### config.mk
export PLATFORM = sky130hd
export DESIGN_NAME = rr_mux_arbiter
export DESIGN_NICKNAME = d
export VERILOG_FILES = /design/src/rtl/rr_mux_arbiter.sv
export SDC_FILE = /design/constraint.sdc
export NUM_CORES = 1
export LEC_CHECK = 0
export ABC_CLOCK_PERIOD_IN_PS = 4200
export CAP_MARGIN = 20
export CELL_PAD_IN_SITES_DETAIL_PLACEMENT = 0
export CELL_PAD_IN_SITES_GLOBAL_PLACEMENT = 1
export CORE_ASPECT_RATIO = 0.7
export CORE_MARGIN = 3
export CORE_UTILIZATION = 38
export CTS_BUF_LIST = sky130_fd_sc_hd__clkbuf_4
export CTS_CLUSTER_DIAMETER = 80
export CTS_CLUSTER_SIZE = 10
export DETAILED_ROUTE_END_ITERATION = 10
export MAX_ROUTING_LAYER = met4
export PLACE_DENSITY = 0.83
export SYNTH_ARGS = -nofsm -noshare
export SYNTH_HDL_FRONTEND = slang
export SYNTH_SLANG_ARGS = --single-unit
### constraint.sdc
create_clock -name clk -period 4.2 [get_ports clk]
set_input_delay 0.84 -clock clk [delete_from_list [all_inputs] [get_ports clk]]
set_output_delay 0.84 -clock clk [all_outputs]
set_load 0.005 [all_outputs]
### src/rtl/rr_mux_arbiter.sv
// Round-robin owner arbiter for the shared N:1 bit mux.
// Owners keep the mux while they request. An optional hold limit forces
// rotation. The selected data bit is registered onto y.

// Per-requester lane: flags a request at or above the rotation base.
// The top picks from these first and wraps to the raw request vector.
module rr_mux_lane #(
  parameter int N    = 16,
  parameter int SELW = 4,
  parameter int IDX  = 0
) (
  input  logic            req,
  input  logic [SELW-1:0] base,
  output logic            hi
);
  localparam logic [SELW-1:0] IDX_W = SELW'(IDX);

  // Eligible in the upper (non-wrapped) half of the scan.
  assign hi = req & (IDX_W >= base);
endmodule

module rr_mux_arbiter #(
  parameter int N        = 16,
  parameter int SELW     = 4,
  parameter int MAX_HOLD = 8
) (
  input  logic            clk,
  input  logic            rst_n,
  input  logic [N-1:0]    req,
  input  logic [N-1:0]    in,
  output logic [N-1:0]    gnt,
  output logic [SELW-1:0] sel,
  output logic            valid,
  output logic            y
);
  localparam int HW = (MAX_HOLD < 1) ? 1 : $clog2(MAX_HOLD + 1);
  localparam logic [HW-1:0] HOLD_W = HW'(MAX_HOLD);

  typedef enum logic {IDLE, GRANT} state_t;

  state_t          state, state_nx;
  logic [SELW-1:0] ptr, ptr_nx, sel_nx, base, win;
  logic [HW-1:0]   hcnt, hcnt_nx;
  logic [N-1:0]    hi, gnt_nx;
  logic            rel, y_nx;

  // The current owner gives up the mux: it stopped requesting or used its tenure.
  assign rel = !req[sel] || ((MAX_HOLD != 0) && (hcnt == HOLD_W));

  // On release, the scan starts just past the owner. This is the pointer value
  // being committed this edge, so the handover needs no idle bubble.
  assign base = (state == GRANT && rel) ? SELW'(sel + 1'b1) : ptr;

  genvar gi;
  generate
    for (gi = 0; gi < N; gi++) begin : g_lane
      rr_mux_lane #(.N(N), .SELW(SELW), .IDX(gi)) u_lane (
        .req  (req[gi]),
        .base (base),
        .hi   (hi[gi])
      );
    end
  endgenerate

  // Lowest set index of hi[] if any, else lowest set index of req (wrap).
  always_comb begin
    win = '0;
    for (int i = N - 1; i >= 0; i--) begin
      if (req[i]) win = SELW'(i);
    end
    if (|hi) begin
      for (int i = N - 1; i >= 0; i--) begin
        if (hi[i]) win = SELW'(i);
      end
    end
  end

  // Next state: grant from idle, hold, or release and re-arbitrate in one edge.
  always_comb begin
    state_nx = state;
    sel_nx   = sel;
    ptr_nx   = ptr;
    hcnt_nx  = hcnt;
    case (state)
      IDLE: begin
        if (|req) begin
          state_nx = GRANT;
          sel_nx   = win;
          hcnt_nx  = HW'(1);
        end
      end
      GRANT: begin
        if (rel) begin
          ptr_nx = base;
          if (|req) begin
            sel_nx  = win;
            hcnt_nx = HW'(1);
          end else begin
            state_nx = IDLE;
          end
        end else if (hcnt != '1) begin
          hcnt_nx = hcnt + 1'b1;
        end
      end
      default: state_nx = IDLE;
    endcase
    gnt_nx = (state_nx == GRANT) ? ({{(N-1){1'b0}}, 1'b1} << sel_nx) : '0;
    y_nx   = (state_nx == GRANT) ? in[sel_nx] : 1'b0;
  end

  // State and registered outputs. Reset clears everything at once.
  always_ff @(posedge clk or negedge rst_n) begin
    if (!rst_n) begin
      state <= IDLE;
      ptr   <= '0;
      hcnt  <= '0;
      sel   <= '0;
      gnt   <= '0;
      valid <= 1'b0;
      y     <= 1'b0;
    end else begin
      state <= state_nx;
      ptr   <= ptr_nx;
      hcnt  <= hcnt_nx;
      sel   <= sel_nx;
      gnt   <= gnt_nx;
      valid <= (state_nx == GRANT);
      y     <= y_nx;
    end
  end
endmodule

Word-level counts from Yosys, hierarchy flattened:

Index checks and enable logic that the tools add are counted.

* bitwise operators: 17
* $lt $le $gt $ge: 18
* add/subtract/negate cells: 2
* shift operators: 1
* muxes and demuxes: 50
* equal/unequal tests: 3
* reductions and logical operators: 6

Operators with widths (count)
* $mux W4: 39
* $ge A4 B4 Y1 const A: 8
* $reduce_or A16 Y1: 2
* $and A1 B1 Y1: 16
* $ge A3 B4 Y1 const A: 4
* $mux W16: 1
* $pmux W4 S2: 2
* $shl A1 B4 Y16 const A: 1
* $lt A4 B5 Y1 const B: 2
* $add A4 B1 Y4 const B: 2
* $bmux W1 S4: 2
* $ge A1 B4 Y1 const A: 2
* $ge A2 B4 Y1 const A: 2
* $mux W1: 5
* $eq A4 B4 Y1 const B: 1
* $ne A4 B4 Y1 const B: 1
* $ne A3 B1 Y1 const B: 1
* $pmux W1 S2: 1
* $reduce_and A2 Y1: 1
* $logic_and A1 B1 Y1: 1
* $logic_not A1 Y1: 1
* $logic_or A1 B1 Y1: 1
* $not A1 Y1: 1

* output and inout bits: 22
* register bits: 30
* input bits: 34
* logic and storage cells: 103

Depth between registers and ports, before layout:

* depth in word-level cells: 39
* depth in mapped cells: 17
* depth with buffers taken out: 16

Cells and area by module:

A second synthesis with hierarchy kept.

* cell total of the unflattened synthesis: 265
* area total of the unflattened synthesis: 2326.0 um2

Modules (own cells, without submodules)
* rr_mux_arbiter: times used 1, cells an instance 237, area each 2095.8 um2, sequential area each 750.7 um2
* rr_mux_lane at g_lane[0].u_lane ...: times used 3, cells an instance 2, area each 18.8 um2, sequential area each 0.0 um2
* rr_mux_lane at g_lane[12].u_lane ...: times used 3, cells an instance 2, area each 13.8 um2, sequential area each 0.0 um2
* rr_mux_lane at g_lane[14].u_lane: times used 1, cells an instance 2, area each 20.0 um2, sequential area each 0.0 um2
* rr_mux_lane at g_lane[5].u_lane: times used 1, cells an instance 2, area each 16.3 um2, sequential area each 0.0 um2
* rr_mux_lane at g_lane[10].u_lane: times used 1, cells an instance 3, area each 15.0 um2, sequential area each 0.0 um2
* rr_mux_lane at g_lane[1].u_lane: times used 1, cells an instance 1, area each 15.0 um2, sequential area each 0.0 um2
* rr_mux_lane at g_lane[7].u_lane: times used 1, cells an instance 1, area each 13.8 um2, sequential area each 0.0 um2
* rr_mux_lane at g_lane[3].u_lane: times used 1, cells an instance 1, area each 12.5 um2, sequential area each 0.0 um2
* rr_mux_lane at g_lane[11].u_lane: times used 1, cells an instance 1, area each 11.3 um2, sequential area each 0.0 um2
* rr_mux_lane at g_lane[9].u_lane: times used 1, cells an instance 2, area each 11.3 um2, sequential area each 0.0 um2
* rr_mux_lane at g_lane[13].u_lane: times used 1, cells an instance 2, area each 10.0 um2, sequential area each 0.0 um2
* rr_mux_lane at g_lane[15].u_lane: times used 1, cells an instance 1, area each 7.5 um2, sequential area each 0.0 um2

Least setup slack after synthesis:

OpenSTA, ideal clock, no wires.

* path kind: input to register
* from: input port req[11]
* to: register y
* data required time: 4.071 ns
* cell stages on the path: 15
* path buffers: 1
* library setup time: 0.129 ns
* arrival time: 3.717 ns
* path slack: 0.354 ns
* path through: mux4_2 -> nor2_2 -> or3_1 -> buf_4 -> nand3_4 -> a311oi_2 -> nor2_1 -> o22a_1 -> o41ai_1 -> a21oi_1 -> or2_4 -> clkinv_4 -> mux2_2 -> o221ai_1 -> a211oi_2

* cells in the longest elaborated chain, start to end: 35
* elaborated cells on any way between the ends: 78
* classes of those cells: order compare (16); mux (41); bitwise (16); reduce/logical (5)

RTL lines
* start: declaration: RTL line 29 `input logic [N-1:0] req,`
* $mux W4 (12 in a row): RTL line 69 `if (req[i]) win = SELW'(i);`
* $mux W4 (16 in a row): RTL line 73 `if (hi[i]) win = SELW'(i);`
* $mux W4: RTL line 71 `if (|hi) begin`
* $mux W4: RTL line 86, 95
* $mux W4: RTL line 93 `if (rel) begin`
* $pmux W4 S2 *: RTL line 84 `case (state)`
* net sel_nx[0]: RTL line 42 `logic [SELW-1:0] ptr, ptr_nx, sel_nx, base, win;`
* $bmux W1 S4 *: RTL line 108 `y_nx = (state_nx == GRANT) ? in[sel_nx] : 1'b0;`
* $mux W1 (implied by the code) *: RTL line 108
* $mux W1 *: RTL line 108
* net y_nx: RTL line 45 `logic rel, y_nx;`
* end signal: assignment: RTL line 128 `y <= y_nx;`
* end: declaration: RTL line 34 `output logic y`

The timed path passes the listed nets; every way through them passes the cells marked *. The select of a mux whose other input is x is not followed.
A chain may end at the register's enable or synchronous reset.

Worst setup path after layout:

* from: input port req[9]
* to: register y

* cells in the longest elaborated chain, start to end: 33
* elaborated cells on any way between the ends: 76
* classes of those cells: order compare (16); mux (39); bitwise (16); reduce/logical (5)

RTL lines (RTL line)
* parallel branches: the longest is 29 deep, another holds $ge A4 B4 Y1
* $pmux W4 S2 *: 84
* net sel_nx[0]: 42
* $bmux W1 S4 *: 108
* $mux W1 (implied by the code) *: 108
* $mux W1 *: 108
* net y_nx: 45

Mark *: on every way through the listed nets, which the timed path passes. The select of a mux whose other input is x is not followed.

==> results.md <==
* Outcome: completed
* WL/cell at 17.61 µm
* Inserted Clock Buffers at 5
* Initial antenna violation count at 0
* Leakage power at 1.543 nW
* Type of the worst min-delay path: reg2reg
* Combinational share of power at 79.0%
* Maximum VDD drop at 0.0005058 V
* Area of the core at 5928 µm²
* Internal at 0.001795 W
* Worst relative slew slack at 65.74%
* Most common cell after layout, fill and taps aside: buf_4
* Clock tree sinks at 30
* Tcrit/Tclk final at 97.48%
* GR Util All Layers at 22.95%
* Min Clock Period, post-route at 4094 ps
* Setup WS post-layout at 105.9 ps
* Synth async-reset ratio at 100.0%
* DR iter-0 viols at 198
* Antenna Nets Post-Route at 0
* Clk network pwr share at 4.9%
* Post-place setup slack at -284.1 ps
* Post-synthesis cell count at 281
* Vias at 2660
* Clock Tree Buf Depth at 2
* WHS at 593.9 ps
* Sequential power share at 16.1%
* PortBufs at 55
* Largest net degree at the start of global routing at 31
* Overall Power at 0.003399 W
* Synth area leaders: dfrtp_1 31%, nor2_1 4.8%, o21ai_0 4.0%, nand2_1 3.9%, mux2_2 2.8%
* Cell area after synthesis at 2401 µm²
* Residual DRC at 0
* First-pass GRT wire length at 12640 µm
* Final wirelength at 8172 µm
* CP Capture Type: flip-flop
* CP Max Fanout at 6
* Antenna cells at 0
* Via/cell ratio at 5.733
* Top cell type's share of synthesized area at 31.27%
* H-tree Lvls at 2
* Synthesis-to-layout area growth at 47.84%
* CTS tree: built
* Final Max Tran Viols at 0
* Setup Skew at 7.859 ps
* Filler cells at 554
* Netlist cell types at 72
* Post-synth EDFFs at 0
* Final Hold Fails at 0
* Share of cells above drive strength 1 at 27.51%
* Row count at 23
* Half-perimeter wire length after placement at 6397 µm
* Yosys Warn Count at 0
* Vias in the first global route at 2406
* Most frequent cells in the layout: 57 x buf_4, 55 x clkdlybuf4s50_1, 31 x nor2_1
* Crit Path Category: in2reg
* Chip width at 101.0 µm
* Setup_tns at 0 ps
* First-pass DRT Iterations at 5
* Crit start category: input port
* GRT overflow at 0
* Endpoints failing setup at 0
* Sw Ratio at 47.20%
* GP Congestion at 1.033
* Nets at 425
* DP Area at 3396 µm²
* Post-synthesis sequential area ratio at 31.27%
* Switch Pwr at 0.001604 W
* Worst Path Required at 4410 ps
* Die height at 72.51 µm
* Measured slew at the worst slew-check pin at 513.9 ps
* Yosys top cell by area: dfrtp_1
* Worst-Skew Late Latency at 330 ps
* Ports at 56
* Max frequency at 244.3 MHz
* CTS clock-pin slew for the worst setup and hold paths at 100 ps
* Initial core utilization at 40.50%
* WP data arrival at 4310 ps
* Syn_nets at 318
* Mean Syn Cell Area at 8.545 µm²
* Main flop type after synthesis: dfrtp_1
* Post-route cell area at 3550 µm²
* Die ar. at 7323 µm²
* Maxcap violations at 0
* PwrDens at 957.7 nW/µm²
* Worst R2R Setup Slack at 240 ps
* CTS root buf: clkbuf_4
* FF+latch count, synth at 30
-- kinds of logic after synthesis --
| kind of cell | share of synthesized area [%] |
|---|---|
| adders and majority gates | 1.563 |
| and+or+nand+nor | 26.73 |
| xor gates and xnor gates | 0.3648 |
| muxes | 7.347 |
| DFF | 31.27 |
| AOI/OAI and AO/OA | 27.25 |
| buffers and inverters | 5.472 |
-- metal layers --
metal	GRT usage, %	part of all wire [%]
met1	35.54	49
met2	30.56	42
met3	5.283	8.7
met4	3.540	0.73
met5	-	0
-- worst max-delay path, cell delays in order --
cell and delay, ps:
clkdlybuf4s50_1 480, mux4_2 290, nor2_4 50, nor3_4 270
nor3_4 80, buf_4 150, buf_4 150, o221a_2 290
or3_1 370, a31oi_1 230, a21oi_1 120, or2_4 280
clkinv_4 80, mux2_2 330, o221ai_1 200, a211oi_2 90
-- timing repair --
item                       4_1_cts  5_1_grt
gates resized for setup          0       16
setup endpoints to repair        0       17
hold buffers                     0        0
setup buffers                    0        2
-- worst paths after layout --
check,endpoint,from,depth (start not counted)
worst max-delay path,y,req[9],16
worst min-delay path,hcnt[0],hcnt[0],2
worst max register to register,y,sel[0],17
worst min register to register,hcnt[0],hcnt[0],2
max in group asynchronous,y,rst_n,2
min in group asynchronous,gnt[2],rst_n,2
-- power groups by stage --
stage          registers (W)  logic, W  clock network (W)
2_1_floorplan       0.000458   0.00155                  0
3_3_place_gp        0.000548   0.00247                  0
3_5_place_dp        0.000546   0.00250                  0
4_1_cts             0.000539   0.00251           0.000169
5_1_grt             0.000562   0.00293           0.000185
6_report            0.000548   0.00268           0.000167
-- flip-flops by register name (all words and copies together), names as in the netlist --
name	flops
state	1
ptr	4
hcnt	4
sel	4
gnt	16
y	1
-- cell usage after synthesis, drive strengths merged (2+ instances only) --
library cell / number
o31ai: 3
nor2b: 6
a21o: 2
o22ai: 2
and2: 5
mux2: 8
or3: 6
o21ai: 19
nand2: 26
nand3: 13
o41ai: 2
o311a: 3
a21bo: 2
nor2: 32
dfrtp: 30
or2: 2
nor4: 6
nor3: 6
a311oi: 2
mux2i: 6
nand2b: 7
and3: 3
o221a: 5
inv: 16
o22a: 3
o311ai: 2
o211a: 2
ha: 3
o21bai: 3
a31oi: 4
nand3b: 4
a21oi: 13
o221ai: 3
a211oi: 3
nand4: 2
buf: 5
clkbuf: 7
-- per-stage QoR --
stage	util, %	cells
2_1_floorplan	-	281
6_report	59.88	464
4_1_cts	58.19	462
5_1_grt	59.88	464
3_3_place_gp	57.28	454
3_5_place_dp	57.28	454
-- layout make-up --
class                   instances  area, µm²  share of cell area, %
clock buffers                   5      37.54                  1.057
inverters                      17      68.82                  1.939
well taps                      75      93.84                  2.644
multi-input cells             222       1604                  45.19
flip-flops and latches         30      750.7                  21.15
clock inverters                 3      16.27                 0.4582
repair buffers                112      978.4                  27.56
Power figures use the tool's default switching activity.
